### config.mk
export PLATFORM = sky130hd
export DESIGN_NAME = line_mem_arbiter
export DESIGN_NICKNAME = d
export VERILOG_FILES = /design/src/rtl/line_mem_arbiter.sv
export SDC_FILE = /design/constraint.sdc
export NUM_CORES = 1
export LEC_CHECK = 0
export ABC_CLOCK_PERIOD_IN_PS = 29400
export CAP_MARGIN = 30
export CORE_AREA = 3 3 543 545
export DETAILED_ROUTE_END_ITERATION = 10
export DIE_AREA = 0 0 546 548
export PLACE_DENSITY_LB_ADDON = 0.05
export SETUP_SLACK_MARGIN = 0.1
export SKIP_CTS_REPAIR_TIMING = 1
export SKIP_LAST_GASP = 1
export SLEW_MARGIN = 20
export SYNTH_ARGS = -nofsm -noshare
export SYNTH_HDL_FRONTEND = slang
export SYNTH_SLANG_ARGS = --single-unit
### constraint.sdc
create_clock -name clk -period 29.4 [get_ports clk]
set_clock_uncertainty 0.2 [all_clocks]
set_input_delay 4.41 -clock clk [delete_from_list [all_inputs] [get_ports clk]]
set_output_delay 4.41 -clock clk [all_outputs]
set_load 0.005 [all_outputs]
### src/rtl/line_mem_arbiter.sv
// line_mem_arbiter: shares one line-wide memory port between the icache and
// the dcache. One transaction is outstanding at a time; it is latched at grant,
// issued with a ready handshake, and its response is routed back to the owner.
module line_mem_arbiter #(
    parameter int ADDR_WIDTH = 32,
    parameter int LINE_WIDTH = 256
) (
    input  logic                  clk,
    input  logic                  rst,
    input  logic [ADDR_WIDTH-1:0] i_addr,
    input  logic                  i_read,
    output logic [LINE_WIDTH-1:0] i_rdata,
    output logic                  i_resp,
    input  logic [ADDR_WIDTH-1:0] d_addr,
    input  logic                  d_read,
    input  logic                  d_write,
    input  logic [LINE_WIDTH-1:0] d_wdata,
    output logic [LINE_WIDTH-1:0] d_rdata,
    output logic                  d_resp,
    output logic [ADDR_WIDTH-1:0] mem_addr,
    output logic                  mem_read,
    output logic                  mem_write,
    output logic [LINE_WIDTH-1:0] mem_wdata,
    input  logic                  mem_ready,
    input  logic [LINE_WIDTH-1:0] mem_rdata,
    input  logic                  mem_resp
);

    typedef enum logic [1:0] {IDLE, ISSUE, WAIT, DONE} state_t;

    localparam logic ICACHE = 1'b0;
    localparam logic DCACHE = 1'b1;

    // Clears the byte-within-line bits so memory always sees a line address.
    localparam logic [ADDR_WIDTH-1:0] LINE_MASK = {{(ADDR_WIDTH-5){1'b1}}, 5'b0};

    state_t                state;
    logic                  owner;
    logic                  last_grant;
    logic                  op_write;
    logic                  rst_drain;
    logic                  i_pend;
    logic                  d_pend;
    logic                  grant_d;
    logic                  complete;
    logic [ADDR_WIDTH-1:0] sel_addr;

    // Pending/grant decode and detection of the cycle the memory finishes
    always_comb begin
        i_pend   = i_read;
        d_pend   = d_read | d_write;
        // Ties go to whichever side did not win last time.
        grant_d  = d_pend & (~i_pend | (last_grant == ICACHE));
        sel_addr = grant_d ? d_addr : i_addr;
        // A response together with ready at issue is a legal zero-wait completion.
        complete = mem_resp & ((state == WAIT) | ((state == ISSUE) & mem_ready));
    end

    // Transaction FSM with registered memory-side and cache-side outputs
    always_ff @(posedge clk or posedge rst) begin
        if (rst) begin
            state      <= IDLE;
            owner      <= ICACHE;
            last_grant <= ICACHE;
            op_write   <= 1'b0;
            rst_drain  <= 1'b1;
            mem_addr   <= '0;
            mem_read   <= 1'b0;
            mem_write  <= 1'b0;
            mem_wdata  <= '0;
            i_resp     <= 1'b0;
            d_resp     <= 1'b0;
            i_rdata    <= '0;
            d_rdata    <= '0;
        end else begin
            i_resp <= 1'b0;
            d_resp <= 1'b0;
            case (state)
                IDLE: begin
                    if (i_pend | d_pend) begin
                        owner      <= grant_d;
                        last_grant <= grant_d;
                        // A simultaneous read+write from the dcache is served as a write.
                        op_write   <= grant_d & d_write;
                        mem_addr   <= sel_addr & LINE_MASK;
                        mem_read   <= ~(grant_d & d_write);
                        mem_write  <= grant_d & d_write;
                        if (grant_d & d_write) begin
                            mem_wdata <= d_wdata;
                        end
                        rst_drain  <= 1'b0;
                        state      <= ISSUE;
                    end
                end
                ISSUE: begin
                    if (mem_ready) begin
                        mem_read  <= 1'b0;
                        mem_write <= 1'b0;
                        state     <= complete ? DONE : WAIT;
                    end
                end
                WAIT: begin
                    if (complete) begin
                        state <= DONE;
                    end
                end
                DONE: begin
                    // Back to IDLE before re-arbitrating so the owner can drop its request.
                    state <= IDLE;
                end
                default: state <= IDLE;
            endcase
            if (complete) begin
                i_resp <= (owner == ICACHE);
                d_resp <= (owner == DCACHE);
                if (!op_write && owner == ICACHE) begin
                    i_rdata <= mem_rdata;
                end
                if (!op_write && owner == DCACHE) begin
                    d_rdata <= mem_rdata;
                end
            end
        end
    end

    // Flag illegal dcache request encodings and responses with nothing outstanding;
    // a response straggling in right after reset belongs to a dropped transaction.
    always @(posedge clk) begin
        if (!rst) begin
            assert (!(state == IDLE && d_read && d_write))
                else $error("line_mem_arbiter: d_read and d_write asserted together");
            assert (!mem_resp || complete || (state == IDLE && rst_drain))
                else $error("line_mem_arbiter: spurious mem_resp ignored");
        end
    end

endmodule
== Yosys cells after proc, flatten, opt, wreduce, memory -nomap -nowiden ==
Cells that the tools add are included.
Operators by class
  add/sub/neg operators: 0
  multiply operators: 0
  div/mod/pow operators: 0
  $lt $le $gt $ge: 0
  eq/ne operators: 6
  shifts and indexed selects: 0
  muxes and demuxes: 13
  bitwise gates (word level): 11
  reduce and logical (&&, ||, !) cells: 11
Operator list (number)
  $mux 32: 1
  $reduce_and 3->1: 3
  $pmux 2 s4: 1
  $mux 1: 6
  $mux 2: 3
  $ne 2x2->1 const B: 3
  $reduce_and 2->1: 3
  $and 1x1->1: 4
  $eq 2x2->1 const B: 2
  $or 1x1->1: 4
  $pmux 1 s2: 2
  $not 1->1: 3
  $eq 2x1->1 const B: 1
  $logic_and 1x1->1: 2
  $logic_not 2->1: 1
  $reduce_bool 2->1: 1
  $logic_not 1->1: 1
Storage, ports and cells
  bits in registers: 803
  bits in latches: 0
  RAM bits: 0
  memory bits (read-only): 0
  input port bits: 583
  output and inout bits: 804
  logic and storage cells: 52
  memories kept: 0

== Depth between registers and ports, before layout ==
  depth after elaboration: 7
  mapped depth: 7
  mapped depth without buffers: 5

== Least setup slack after synthesis ==
Ideal clock, no wire load.
  path kind: input to register
  start: input port mem_ready
  end: register i_rdata[0]
  library setup time: 0.125 ns
  data arrival time: 5.422 ns
  required time: 29.075 ns
  setup slack: 23.653 ns
  cell stages on the path: 5
  path buffers: 2
  cells stage by stage: a21o_4 nand3_2 buf_2 buf_6 mux2_2
On the way
  cells in the longest elaborated chain, start to end: 4
RTL lines
  from (decl): line 24  | input logic mem_ready,
  $and 1x1->1: line 56  | complete = mem_resp & ((state == WAIT) | ((state == ISSUE) & mem_ready));
  $or 1x1->1: line 56
  $and 1x1->1: line 56
  $reduce_and 2->1 (no source line)
  to (signal assigned): line 117  | i_rdata <= mem_rdata;
  to (decl): line 12  | output logic [LINE_WIDTH-1:0] i_rdata,
Every way passes these cells.
A chain may end at the register's enable or synchronous reset.

== Worst setup path after layout ==
  start: input port mem_ready
  end: register i_rdata[233]
The elaborated chain is that of the path after synthesis.

==> impl_results.md <==
* Final HPWL DP at 143,000 µm
* Initial Util at 10.8%
* Synthesized flop and latch total at 803
* Core ar. at between 0.2 and 0.3 mm²
* Area Overhead vs Synth at 69.7%
* Commonest cells in the netlist: 803 x dfrtp_1, 531 x mux2_2, 200 x mux2_4
* Vias in the first global route at around 23,000
* Worst skew pair latency at 0.81 ns
* Worst Hold Class: register to register
* Root Driver: clkbuf_16
* Avg Synthesized Cell Area at 17.5 µm²
* Worst-Margin Slew at 1.07 ns
* CP cell instances: clkdlybuf4s50_1 -> a21o_4 -> nand3_4 -> buf_4 -> buf_4 -> buf_4 -> mux2_2
* Ports at 1,387
* Syn Inst Count at 1,788
* Nature of the critical path endpoint: register
* Yosys Warn Count at 0
* Hold Vio Cnt, Final at 0
* Num rows at 198
* Initial antenna violation count at between 100 and 150
* Area leader, netlist: dfrtp_1
* Comb power frac at a little over two fifths
* Drt wl/cell at 25.3 µm
* Total grt overflow at 0
* Chip width at 546 µm
* Largest net degree at the start of global routing at 135
* Final wirelength at between 150,000 and 200,000 µm
* Reg2reg setup slack at 24.78 ns
* R2R Path End: i_rdata[233]$_DFFE_PP0P_
* GP Congestion at 0.721
* Hold depth at 2
* First-pass GRT wire length at 240,000 µm
* Die Span Y at 548 µm
* Final period utilization at a little over a quarter
* Syn Std Cell Area at 0.0313 mm²
* Post-DRT Antenna Nets at 0
* Kind of critical path: input pin to register
* Switching Fraction at around a third
* Place WS at 20.32 ns
* Slew HR at 28.8%
* Pre-antenna DRT Iters at 6
* Share of cells above drive strength 1 at around 28%
* Net count reported at finish at 3,804
* GR Util All Layers at 11.8%
* Reg power frac at 32.8%
* Post-synth EDFFs at 0
* CTS sink cnt at 803
* Power Density at 114 mW/mm²
* Clock-pin slew on the worst setup and hold paths at around 0.05 ns
* Vias per inst at 2.94
* Worst R2R Start: state[1]$_DFFE_PP0P_
* Final min period at 7.95 ns
* Sequential area share after synthesis at 64.3%
* Power Internal at 4.09 mW
* Number of levels in the clock H-tree at 3
* DRC violations left at 0
* Critical Path RT at 29.87 ns
* WP data arrival at 8.42 ns
* # port buffers at 1,371
* Top cells by area, synth: dfrtp_1 64%, mux2_2 19%, mux2_4 9.6%, buf_6 2.6%, mux2_1 1.4%
* Slowest library cell on the worst path: buf_4
* Leak pwr at 21.8 nW
* Ys flop type: dfrtp_1
* Clock group share of total power at 23.3%
* Setup TNS at 0 ns
* Die area at 0.299 mm²
* Fraction of registers with async set/reset at between 90% and 100%
* Count leader, synth: dfrtp_1
* Max-slew violation count at 0
* Via count at 21,300
* RSZ-0062 raised after global routing: no
* Final setup vio count at 0
* Worst path max stage delay at roughly 0.82 ns
* Worst Reg-to-Reg Cells at 8
* Max-Cap Viols at 0
* Psw at 1.94 mW
* Largest fanout on the critical path at 56
* Top cell type's share of synthesized area at 64.3%
* VDD IR max at roughly 0.000051 V
* Post-synthesis cell type count at 29
* CTS tree: yes
* Critical hold path startpoint: mem_addr[10]$_DFFE_PP0P_
* Most Frequent Cell on Critical Path: buf_4
* Hold Path End: mem_addr[10]$_DFFE_PP0P_
* F_max at 0.126 GHz
* Max Root-Sink Buffers at 4
* Startpoint class of the critical path: input pin
* Status: complete, no violations
* TritonCTS Buffers at between 100 and 150
* DRT iter0 DRCs at about 610
* Worst Setup Slack, final at about 21 ns
## cell usage in the layout (no fill, tap or decap), types with 2 or more instances in the layout
master and count:
inv_1 2, mux2i_1 27, clkbuf_1 41, nand2_1 31, clkdlybuf4s50_1 1371, clkbuf_8 29, nor2b_1 3, buf_4 25
buf_16 2, o21ai_0 28, clkbuf_16 119, dfrtp_1 803, nor2_1 4, buf_12 4, ha_1 4, conb_1 5
mux2_1 40, mux2_4 200, diode_2 24, mux2_2 531, clkinv_2 13
## stage by stage
stage | hold WS (ns) | std cells | util, % | power (mW) | instance area, µm²
2_1_floorplan | 0.270 | 1792 | - | 2.88 | 31300
3_3_place_gp | 0.264 | 6994 | 16.9 | 4.76 | 49200
3_5_place_dp | 0.270 | 6995 | 17.0 | 4.75 | 49300
4_1_cts | 0.284 | 7203 | 18.2 | 6.25 | 53000
5_1_grt | 0.308 | 7208 | 18.2 | 6.41 | 53000
6_report | 0.279 | 7228 | 18.3 | 6.03 | 53100
## how the worst max path moves through the flow
| stage | from | to | slack, ns | cells after the start |
|---|---|---|---|---|
| global placement | rst | d_rdata[133]$_DFFE_PP0P_ | 20.16 | 6 |
| finish | mem_ready | i_rdata[233]$_DFFE_PP0P_ | 21.45 | 7 |
| floorplan | rst | d_rdata[0]$_DFFE_PP0P_ | 2.24 | 1 |
| global route | rst | mem_wdata[40]$_DFFE_PP0P_ | 21.07 | 6 |
| detailed placement | mem_ready | i_rdata[174]$_DFFE_PP0P_ | 20.32 | 7 |
| CTS | mem_ready | i_rdata[233]$_DFFE_PP0P_ | 21.25 | 7 |
## final cells by class
| cell class | instances | area [µm²] |
|---|---|---|
| fillers | 31600 | 238000 |
| diodes | 24 | 60.1 |
| well taps | 3900 | 4880 |
| repair buffers | 1402 | 14000 |
| multi-input cells | 888 | 10200 |
| inverters | 3 | 18.8 |
| clock inverters | 19 | 178 |
| flip-flops and latches | 803 | 20100 |
| clock buffers | 189 | 3530 |
## logic make-up after synthesis
logic type,Yosys count,synth area share [%]
other,1,0.0120
adder cells (fa/ha/maj),4,0.160
AO/OA/AOI/OAI,36,0.676
buffers and inverters,101,3.17
AND/OR/NAND/NOR,45,0.684
multiplexers,798,31.0
flip-flops,803,64.3
## critical path, delay by kind of cell
| family | cells | cell delay (ns) |
|---|---|---|
| simple gates | 1 | 0.54 |
| buf+inv | 4 | 2.60 |
| mux | 1 | 0.41 |
| compound gates | 1 | 0.27 |
## sequential cells by signal, summed over array words and instances (netlist names)
register	flops
last_grant	1
d_resp	1
d_rdata	256
state	2
i_resp	1
i_rdata	256
mem_write	1
op_write	1
mem_addr	27
mem_read	1
mem_wdata	256
## power by group through the flow
stage / clock [mW] / sequential, mW / combinational, mW
detailed placement: 0 / 1.99 / 2.75
CTS: 1.50 / 1.99 / 2.76
finish: 1.40 / 1.98 / 2.65
global route: 1.53 / 2.05 / 2.82
global placement: 0 / 1.99 / 2.77
floorplan: 0 / 2.00 / 0.878
## per-layer routing
| metal | vias up | part of all wire, % | track usage (%) |
|---|---|---|---|
| met5 | - | 0.37 | 0 |
| met4 | 110 | 2.3 | 2.67 |
| met3 | 311 | 12 | 6.98 |
| met2 | 1043 | 49 | 20.7 |
| met1 | 10600 | 36 | 12.1 |
| li1 | 9234 | - | - |
No activity file was read; power rests on OpenSTA's default activity.
